--- src/rtl/line_buffer_ctrl.sv ---
// line_buffer_ctrl
// Raster sequencer for the KERNEL_WIDTH-line buffer chain in front of the HOG
// gradient/cell stages. It tracks the column/row of each accepted pixel, gates
// line-buffer writes, and presents one window handshake (top-left coordinate)
// for every pixel that completes a full KERNEL_WIDTH x KERNEL_WIDTH window.
module line_buffer_ctrl #(
    parameter int IMG_WIDTH    = 854,
    parameter int IMG_HEIGHT   = 480,
    parameter int KERNEL_WIDTH = 3,
    localparam int COL_W = $clog2(IMG_WIDTH),
    localparam int ROW_W = $clog2(IMG_HEIGHT)
) (
    input  logic             clk,
    input  logic             rst,
    input  logic             in_valid,
    output logic             in_ready,
    output logic             lb_write,
    output logic             out_valid,
    input  logic             out_ready,
    output logic [COL_W-1:0] win_col,
    output logic [ROW_W-1:0] win_row,
    output logic             border,
    output logic             frame_done
);

    localparam logic [COL_W-1:0] COL_LAST  = COL_W'(IMG_WIDTH - 1);
    localparam logic [ROW_W-1:0] ROW_LAST  = ROW_W'(IMG_HEIGHT - 1);
    localparam logic [COL_W-1:0] KM1_C     = COL_W'(KERNEL_WIDTH - 1);
    localparam logic [ROW_W-1:0] KM1_R     = ROW_W'(KERNEL_WIDTH - 1);
    // Last row of the priming phase; its final pixel opens the active region.
    localparam logic [ROW_W-1:0] ROW_PRIME = ROW_W'(KERNEL_WIDTH - 2);

    typedef enum logic [1:0] {
        S_FILL   = 2'd0,
        S_ACTIVE = 2'd1,
        S_DONE   = 2'd2
    } state_t;

    state_t           state;
    logic [COL_W-1:0] col_p0;
    logic [ROW_W-1:0] row_p0;

    logic             vld_p1;
    logic [COL_W-1:0] win_col_p1;
    logic [ROW_W-1:0] win_row_p1;
    logic             border_p1;
    logic             frame_done_p1;

    logic accept;
    logic col_last;
    logic row_last;
    logic col_ready;
    logic row_ready;
    logic legal;
    logic edge_px;

    // Top-left column of the window whose bottom-right pixel sits at column c.
    // Only called for legal pixels, so c >= K-1 and the subtraction cannot wrap.
    function automatic logic [COL_W-1:0] win_col_of(input logic [COL_W-1:0] c);
        return c - KM1_C;
    endfunction

    // Top-left row of the window whose bottom-right pixel sits on row r.
    function automatic logic [ROW_W-1:0] win_row_of(input logic [ROW_W-1:0] r);
        return r - KM1_R;
    endfunction

    // Column after an accepted pixel; wraps at the end of the line.
    function automatic logic [COL_W-1:0] col_next(input logic [COL_W-1:0] c);
        return (c == COL_LAST) ? '0 : c + COL_W'(1);
    endfunction

    // No skid buffer: a new pixel is taken only when the window slot is free
    // or being drained this cycle, so the buffer never runs ahead of the consumer.
    assign in_ready = !rst && (state != S_DONE) && (!vld_p1 || out_ready);
    assign accept   = in_valid && in_ready;
    assign lb_write = accept;

    assign out_valid  = vld_p1;
    assign win_col    = win_col_p1;
    assign win_row    = win_row_p1;
    assign border     = border_p1;
    assign frame_done = frame_done_p1;

    // Decode the pre-increment position of the pixel being accepted this cycle.
    always_comb begin
        col_last  = (col_p0 == COL_LAST);
        row_last  = (row_p0 == ROW_LAST);
        col_ready = (col_p0 >= KM1_C);
        row_ready = (row_p0 >= KM1_R);
        legal     = accept && (state == S_ACTIVE) && row_ready && col_ready;
        edge_px   = accept && (state == S_ACTIVE) && row_ready && !col_ready;
    end

    // Frame sequencer: raster counters, window/border/frame_done registers.
    always_ff @(posedge clk or posedge rst) begin
        if (rst) begin
            state         <= S_FILL;
            col_p0        <= '0;
            row_p0        <= '0;
            vld_p1        <= 1'b0;
            win_col_p1    <= '0;
            win_row_p1    <= '0;
            border_p1     <= 1'b0;
            frame_done_p1 <= 1'b0;
        end else begin
            // ---- stage p0 -> p1: window handshake and edge pulses ----
            border_p1     <= edge_px;
            frame_done_p1 <= 1'b0;

            if (legal) begin
                vld_p1     <= 1'b1;
                win_col_p1 <= win_col_of(col_p0);
                win_row_p1 <= win_row_of(row_p0);
            end else if (out_ready) begin
                vld_p1 <= 1'b0;
            end

            // ---- stage p0: raster position and frame phase ----
            case (state)
                S_FILL: begin
                    if (accept) begin
                        col_p0 <= col_next(col_p0);
                        if (col_last) begin
                            row_p0 <= row_p0 + ROW_W'(1);
                            if (row_p0 == ROW_PRIME) begin
                                state <= S_ACTIVE;
                            end
                        end
                    end
                end
                S_ACTIVE: begin
                    if (accept) begin
                        col_p0 <= col_next(col_p0);
                        if (col_last) begin
                            // The row counter parks on the last row; S_DONE clears it.
                            if (row_last) begin
                                state         <= S_DONE;
                                frame_done_p1 <= 1'b1;
                            end else begin
                                row_p0 <= row_p0 + ROW_W'(1);
                            end
                        end
                    end
                end
                S_DONE: begin
                    col_p0 <= '0;
                    row_p0 <= '0;
                    state  <= S_FILL;
                end
                default: begin
                    state <= S_FILL;
                end
            endcase
        end
    end

endmodule

--- config.mk ---
export PLATFORM = sky130hd
export DESIGN_NAME = line_buffer_ctrl
export DESIGN_NICKNAME = d
export VERILOG_FILES = /design/src/rtl/line_buffer_ctrl.sv
export SDC_FILE = /design/constraint.sdc
export NUM_CORES = 1
export LEC_CHECK = 0
export ABC_AREA = 1
export BUFFER_PORTS_ARGS = -buffer_cell sky130_fd_sc_hd__clkbuf_2
export CAP_MARGIN = 20
export CORE_ASPECT_RATIO = 0.7
export CORE_MARGIN = 3
export CORE_UTILIZATION = 25
export DETAILED_ROUTE_END_ITERATION = 8
export PLACE_DENSITY = 0.45
export SETUP_SLACK_MARGIN = 0.02
export SYNTH_ARGS = -nofsm -noshare
export SYNTH_HDL_FRONTEND = slang
export SYNTH_SLANG_ARGS = --single-unit
--- constraint.sdc ---
create_clock -name clk -period 1.9 [get_ports clk]
set_input_delay 0.38 -clock clk [delete_from_list [all_inputs] [get_ports clk]]
set_output_delay 0.38 -clock clk [all_outputs]
set_load 0.01 [all_outputs]
# --- Yosys cells after proc, flatten, opt, wreduce, memory -nomap -nowiden ---
# Index checks and enable logic that the tools add are counted.
# W data, S select, Z words.
totals:
  output_inout_bits: 24
  input_bits: 4
  word_cells: 69
  ff_bits: 43
op_classes:
  magnitude_cmp: 2
  n_reduce_logical: 19
  mux: 22
  eq_ne: 14
  addsub: 4
op_table:
  columns: ["op", "count"]
  rows:
  - ["$mux W9", 5]
  - ["$pmux W9 S3", 1]
  - ["$mux W10", 2]
  - ["$pmux W10 S2", 1]
  - ["$ne A2 B2 Y1 const B", 8]
  - ["$mux W2", 6]
  - ["$reduce_and A6 Y1", 2]
  - ["$add A10 B1 Y10 const B", 1]
  - ["$eq A10 B10 Y1 const B", 1]
  - ["$ge A10 B2 Y1 const B", 1]
  - ["$sub A10 B2 Y10 const B", 1]
  - ["$add A9 B1 Y9 const B", 1]
  - ["$eq A9 B1 Y1 const B", 1]
  - ["$eq A9 B9 Y1 const B", 1]
  - ["$ge A9 B2 Y1 const B", 1]
  - ["$sub A9 B2 Y9 const B", 1]
  - ["$logic_and A1 B1 Y1", 7]
  - ["$mux W1", 6]
  - ["$pmux W2 S2", 1]
  - ["$reduce_bool A2 Y1", 2]
  - ["$logic_not A1 Y1", 3]
  - ["$reduce_bool A3 Y1", 1]
  - ["$eq A2 B1 Y1 const B", 1]
  - ["$eq A2 B2 Y1 const B", 1]
  - ["5 further kinds", 5]

# --- Depth between registers and ports, before layout ---
depth:
  ltp_word: 8
  mapped_depth: 10
  ltp_nobuf: 9

# --- Worst setup path after synthesis ---
# OpenSTA, ideal clock, no wires.
synth_timing:
  path_type: "input -> register"
  from: "input port rst"
  to: "register win_col_p1[0] (netlist: win_col[0])"
  setup_ns: 0.117
  stages: 7
  arrival_time_ns: 2.097
  slack_ns: -0.314
  required_ns: 1.783
  path_buffers: 1
  path_cell_list: "inv_1 nand4_4 nor2_2 nand3_2 buf_4 nand2_1 nand2_1"
synth_between:
  elab_chain_cells: 7
synth_lines:
  columns: ["item", "line", "source"]
  rows:
  - ["start: declaration", "14", "input logic rst,"]
  - ["$logic_not A1 Y1 (no line)", null, null]
  - ["$logic_and A1 B1 Y1 (2 in a row)", "75", "assign in_ready = !rst && (state != S_DONE) && (!vld_p1 || out_ready);"]
  - ["$logic_and A1 B1 Y1", "76", "assign accept = in_valid && in_ready;"]
  - ["$logic_and A1 B1 Y1 (3 in a row)", "91", "legal = accept && (state == S_ACTIVE) && row_ready && col_ready;"]
  - ["end signal: assignment", "113", "win_col_p1 <= win_col_of(col_p0);"]
  - ["end: declaration", "44", "logic [COL_W-1:0] win_col_p1;"]
# Every way passes these cells.
# A chain may end at the register's enable or synchronous reset.

# --- Worst setup path in the final report ---
layout_timing:
  from: "register state[1]"
  to: "output port lb_write"
layout_between:
  elab_chain_cells: 4
layout_lines:
  columns: ["item", "line", "source"]
  rows:
  - ["start: declaration", "39", "state_t state;"]
  - ["start signal: assignment", "98", "state <= S_FILL;"]
  - ["start signal: assignment", "127", "state <= S_ACTIVE;"]
  - ["start signal: assignment", "138", "state <= S_DONE;"]
  - ["$ne A2 B2 Y1", "75", null]
  - ["$logic_and A1 B1 Y1 (2 in a row)", "75", null]
  - ["$logic_and A1 B1 Y1", "76", null]
  - ["end: declaration", "17", "output logic lb_write,"]
# Every way passes these cells.

==> results <==
- The number of storage elements in the synthesis netlist is 43.
- Setup repair after global routing left no endpoint under its margin.
- After clock tree synthesis, the clock-pin slew on the worst setup and hold paths is roughly 0.06 ns.
- The post-DP HPWL is 5570 um.
- The count of buffers from port buffering is 27.
- The number of vias per cell after detailed routing is roughly 4.3.
- For this design the ratio of total power to cell area is approximately 790 mW/mm^2.
- The max-slew violation count is 0.
- Max-cap violations in this run came to 0.
- The first-pass GRT wire length is roughly 12000 um.
- The die boundary height is 97.0 um.
- Clock tree synthesis found a total of 43 sinks.
- At the pin with the least slew margin, the transition time is 0.568 ns.
- The global routing usage summed across all routing layers is 12.0%.
- The final worst-path cycle share is 87.6%.
- The first routing iteration left 174 violations.
- The via count of the first global-routing pass was 2316.
- In the final timing run, aggregate negative setup slack is 0 ns.
- The worst hold path belongs to the class in2async.
- Data on the critical path is required at its endpoint by 1.52 ns.
- The worst setup path is of the reg2out kind.
- The final net count is about 430.
- Global routing used 14.8% of the available met2 tracks.
- Cells fill 30.2% of the core in the end.
- Entering global routing, the biggest net connects 42 pins.
- met1 is the most crowded layer.
- The register area share after synthesis is 36.4%.
- Row generation in the floorplan step produced 32 rows.
- The highest net fanout along the worst path is 5.
- The number of hold violations in the final report is 0.
- The clock tree synthesis step divided the H-tree into 2 levels.
- Of the cells placed in the final design, the portion with a size suffix greater than 1 is between 20% and 30%.
- The post-synthesis cell count is 377.
- The congestion estimate from routability-driven global placement came to 0.881.
- The total standard cell area after synthesis is 0.00296 mm^2.
- The number of setup violations in the final report is 0.
- The commonest non-fill, non-tap cell in the layout is nand2_1.
- The minimum period implied by the final worst setup slack is 1.66 ns.
- During I/O placement, the number of pins put on the boundary was 28.
- The average wire per standard cell is about 13 um.
- The first detailed-routing pass took 4 iterations.
- The area of the die is about 0.013 mm^2.
- The worst endpoint data arrival time is 1.28 ns.
- The worst slew margin relative to its limit is between 60% and 70%.
- The peak supply drop is 0.000376 V.
- The flow ran to the end, and the final reports show no timing, DRC or antenna violations.
- The mean instance size in the synthesized netlist is 7.84 um^2.
- After floorplanning, the core was sized to cover 0.0113 mm^2.
- The area overhead of the layout relative to synthesis is 15.3%.
- The tree is rooted in a clkbuf_16.
- The post-route antenna net violation count is 0.
- The die is 136 um wide.
- The insertion delay of the later-clocked pin in the worst-skew pair is approximately 0.3 ns.
- TritonCTS built the clock tree.
- The number of buffers between clock root and the deepest sink is 2.
- 0 antenna diodes ended up in the layout.
- Derived from the worst setup path, the maximum achievable clock frequency is 0.601 GHz.
- Global routing used under 10% of the available met3 tracks.
- The post-placement cell area is approximately 0.0033 mm^2.
- The remaining global-route overflow is 0.
- Global routing consumed, on the met1 layer, slightly below 20% of the routing resources.
- After detailed routing, the total wire length is ~7400 um.
- The post-cts repair resize count is 0.
- Buffers inserted during clock tree synthesis total 5.
- The critical path endpoint category is an output port.
- The leakage power total is 0.00185 uW.
- The library cells used most frequently in the layout, excluding fill and tap cells, are nand2_1, dfrtp_1, nand3_1.
- The starting density of the core is 26.2%.
- The number of nets handed over by synthesis was 391.
- After synthesis, the netlist uses 30 different library cells.
- The non-filler instance count after layout is 566.
- The number of synthesis warnings is 0.
- The worst setup path is launched from a flip-flop.
- The via count of the routed design is 2453.
- After routing the design area is ~0.0034 mm^2.
- Hold is met by 0.332 ns.
- In this run, placement finished with an instance count of 557.
- For this run, design rule violations remaining after detail routing come to 0.
- The worst-case clock skew is 0.00717 ns.
- The initial antenna violation count came to 0.
-- power by group --
group          internal [uW]  total, uW  switching, uW
sequential               952       1020           63.9
clock                    484        861            376
combinational            293        830            537
total                   1730       2710            977
-- sequential cells by signal, summed over array words and instances (netlist names) --
| name | count |
|---|---|
| win_row | 9 |
| out_valid | 1 |
| row_p0 | 9 |
| frame_done | 1 |
| win_col | 10 |
| col_p0 | 10 |
| state | 2 |
| border | 1 |
-- logic make-up (layout without fill, tap and decap cells) --
| logic type | Yosys count | count (layout) | share of synthesized area (%) |
|---|---|---|---|
| XOR/XNOR | 12 | 12 | 3.56 |
| adder cells (fa/ha/maj) | 10 | 10 | 4.23 |
| flip-flops | 43 | 43 | 36.4 |
| AO/OA/AOI/OAI | 18 | 18 | 3.30 |
| buffers and inverters | 55 | 91 | 9.82 |
| AND/OR/NAND/NOR | 239 | 239 | 42.7 |
-- timing repair --
item / 4_1_cts / 5_1_grt
buffers inserted: 0 / 0
hold buffers: 1 / 0
hold endpoints to repair: 2 / 0
-- cell type report --
| class | count | area, um^2 |
|---|---|---|
| clock buffer | 5 | 125 |
| timing repair buffer | 40 | 235 |
| fill | 1254 | 7880 |
| multi-input combinational | 279 | 1590 |
| inverter | 43 | 171 |
| tap | 153 | 191 |
| sequential | 43 | 1080 |
| clock inverter | 3 | 20.0 |
-- per-stage QoR --
stage / setup WS [ns] / total power, uW
2_1_floorplan: 0.0659 / 1650
3_5_place_dp: 0.244 / 1860
3_3_place_gp: 0.246 / 1870
6_report: 0.235 / 2710
5_1_grt: 0.0946 / 2870
4_1_cts: 0.216 / 2750
-- path summary, 6_finish.rpt --
path	start	endpoint	slack (ns)	depth (start not counted)
min in group clk	out_ready	out_valid$_DFFE_PP0P_	0.46	4
max in group asynchronous	rst	row_p0[0]$_DFFE_PP0P_	1.17	3
setup reg to reg	col_p0[0]$_DFFE_PP0P_	col_p0[6]$_DFFE_PP0P_	0.26	8
hold / removal	rst	out_valid$_DFFE_PP0P_	0.33	3
setup / recovery	state[1]$_DFFE_PP0P_	lb_write	0.24	4
hold reg to reg	win_row[0]$_DFFE_PP0P_	win_row[0]$_DFFE_PP0P_	0.47	2
-- Yosys cell counts (all sizes together) --
library cell | instances | area [um^2]
buf | 12 | 123
ha | 10 | 125
inv | 42 | 163
clkinv | 1 | 5.00
nor2 | 37 | 228
nor3 | 4 | 25.0
nand4 | 5 | 67.6
xor2 | 12 | 105
dfrtp | 43 | 1080
nand2 | 138 | 591
nand3 | 54 | 343
a21oi | 1 | 5.00
nand3b | 1 | 7.51
o21ai | 17 | 92.6
-- routing by layer --
layer | wire (um) | vias to the layer above
met1 | 4210 | 1134
met4 | 108 | 0
li1 | - | 1254
met5 | 0 | -
met2 | 2640 | 57
met3 | 465 | 8
-- critical path: stages, from the launching register on --
cell and delay [ns]:
dfrtp_1 0.47, nand2_4 0.15, nand3_2 0.09, nor2_2 0.13, clkbuf_2 0.15
Power figures use the tool's default switching activity.
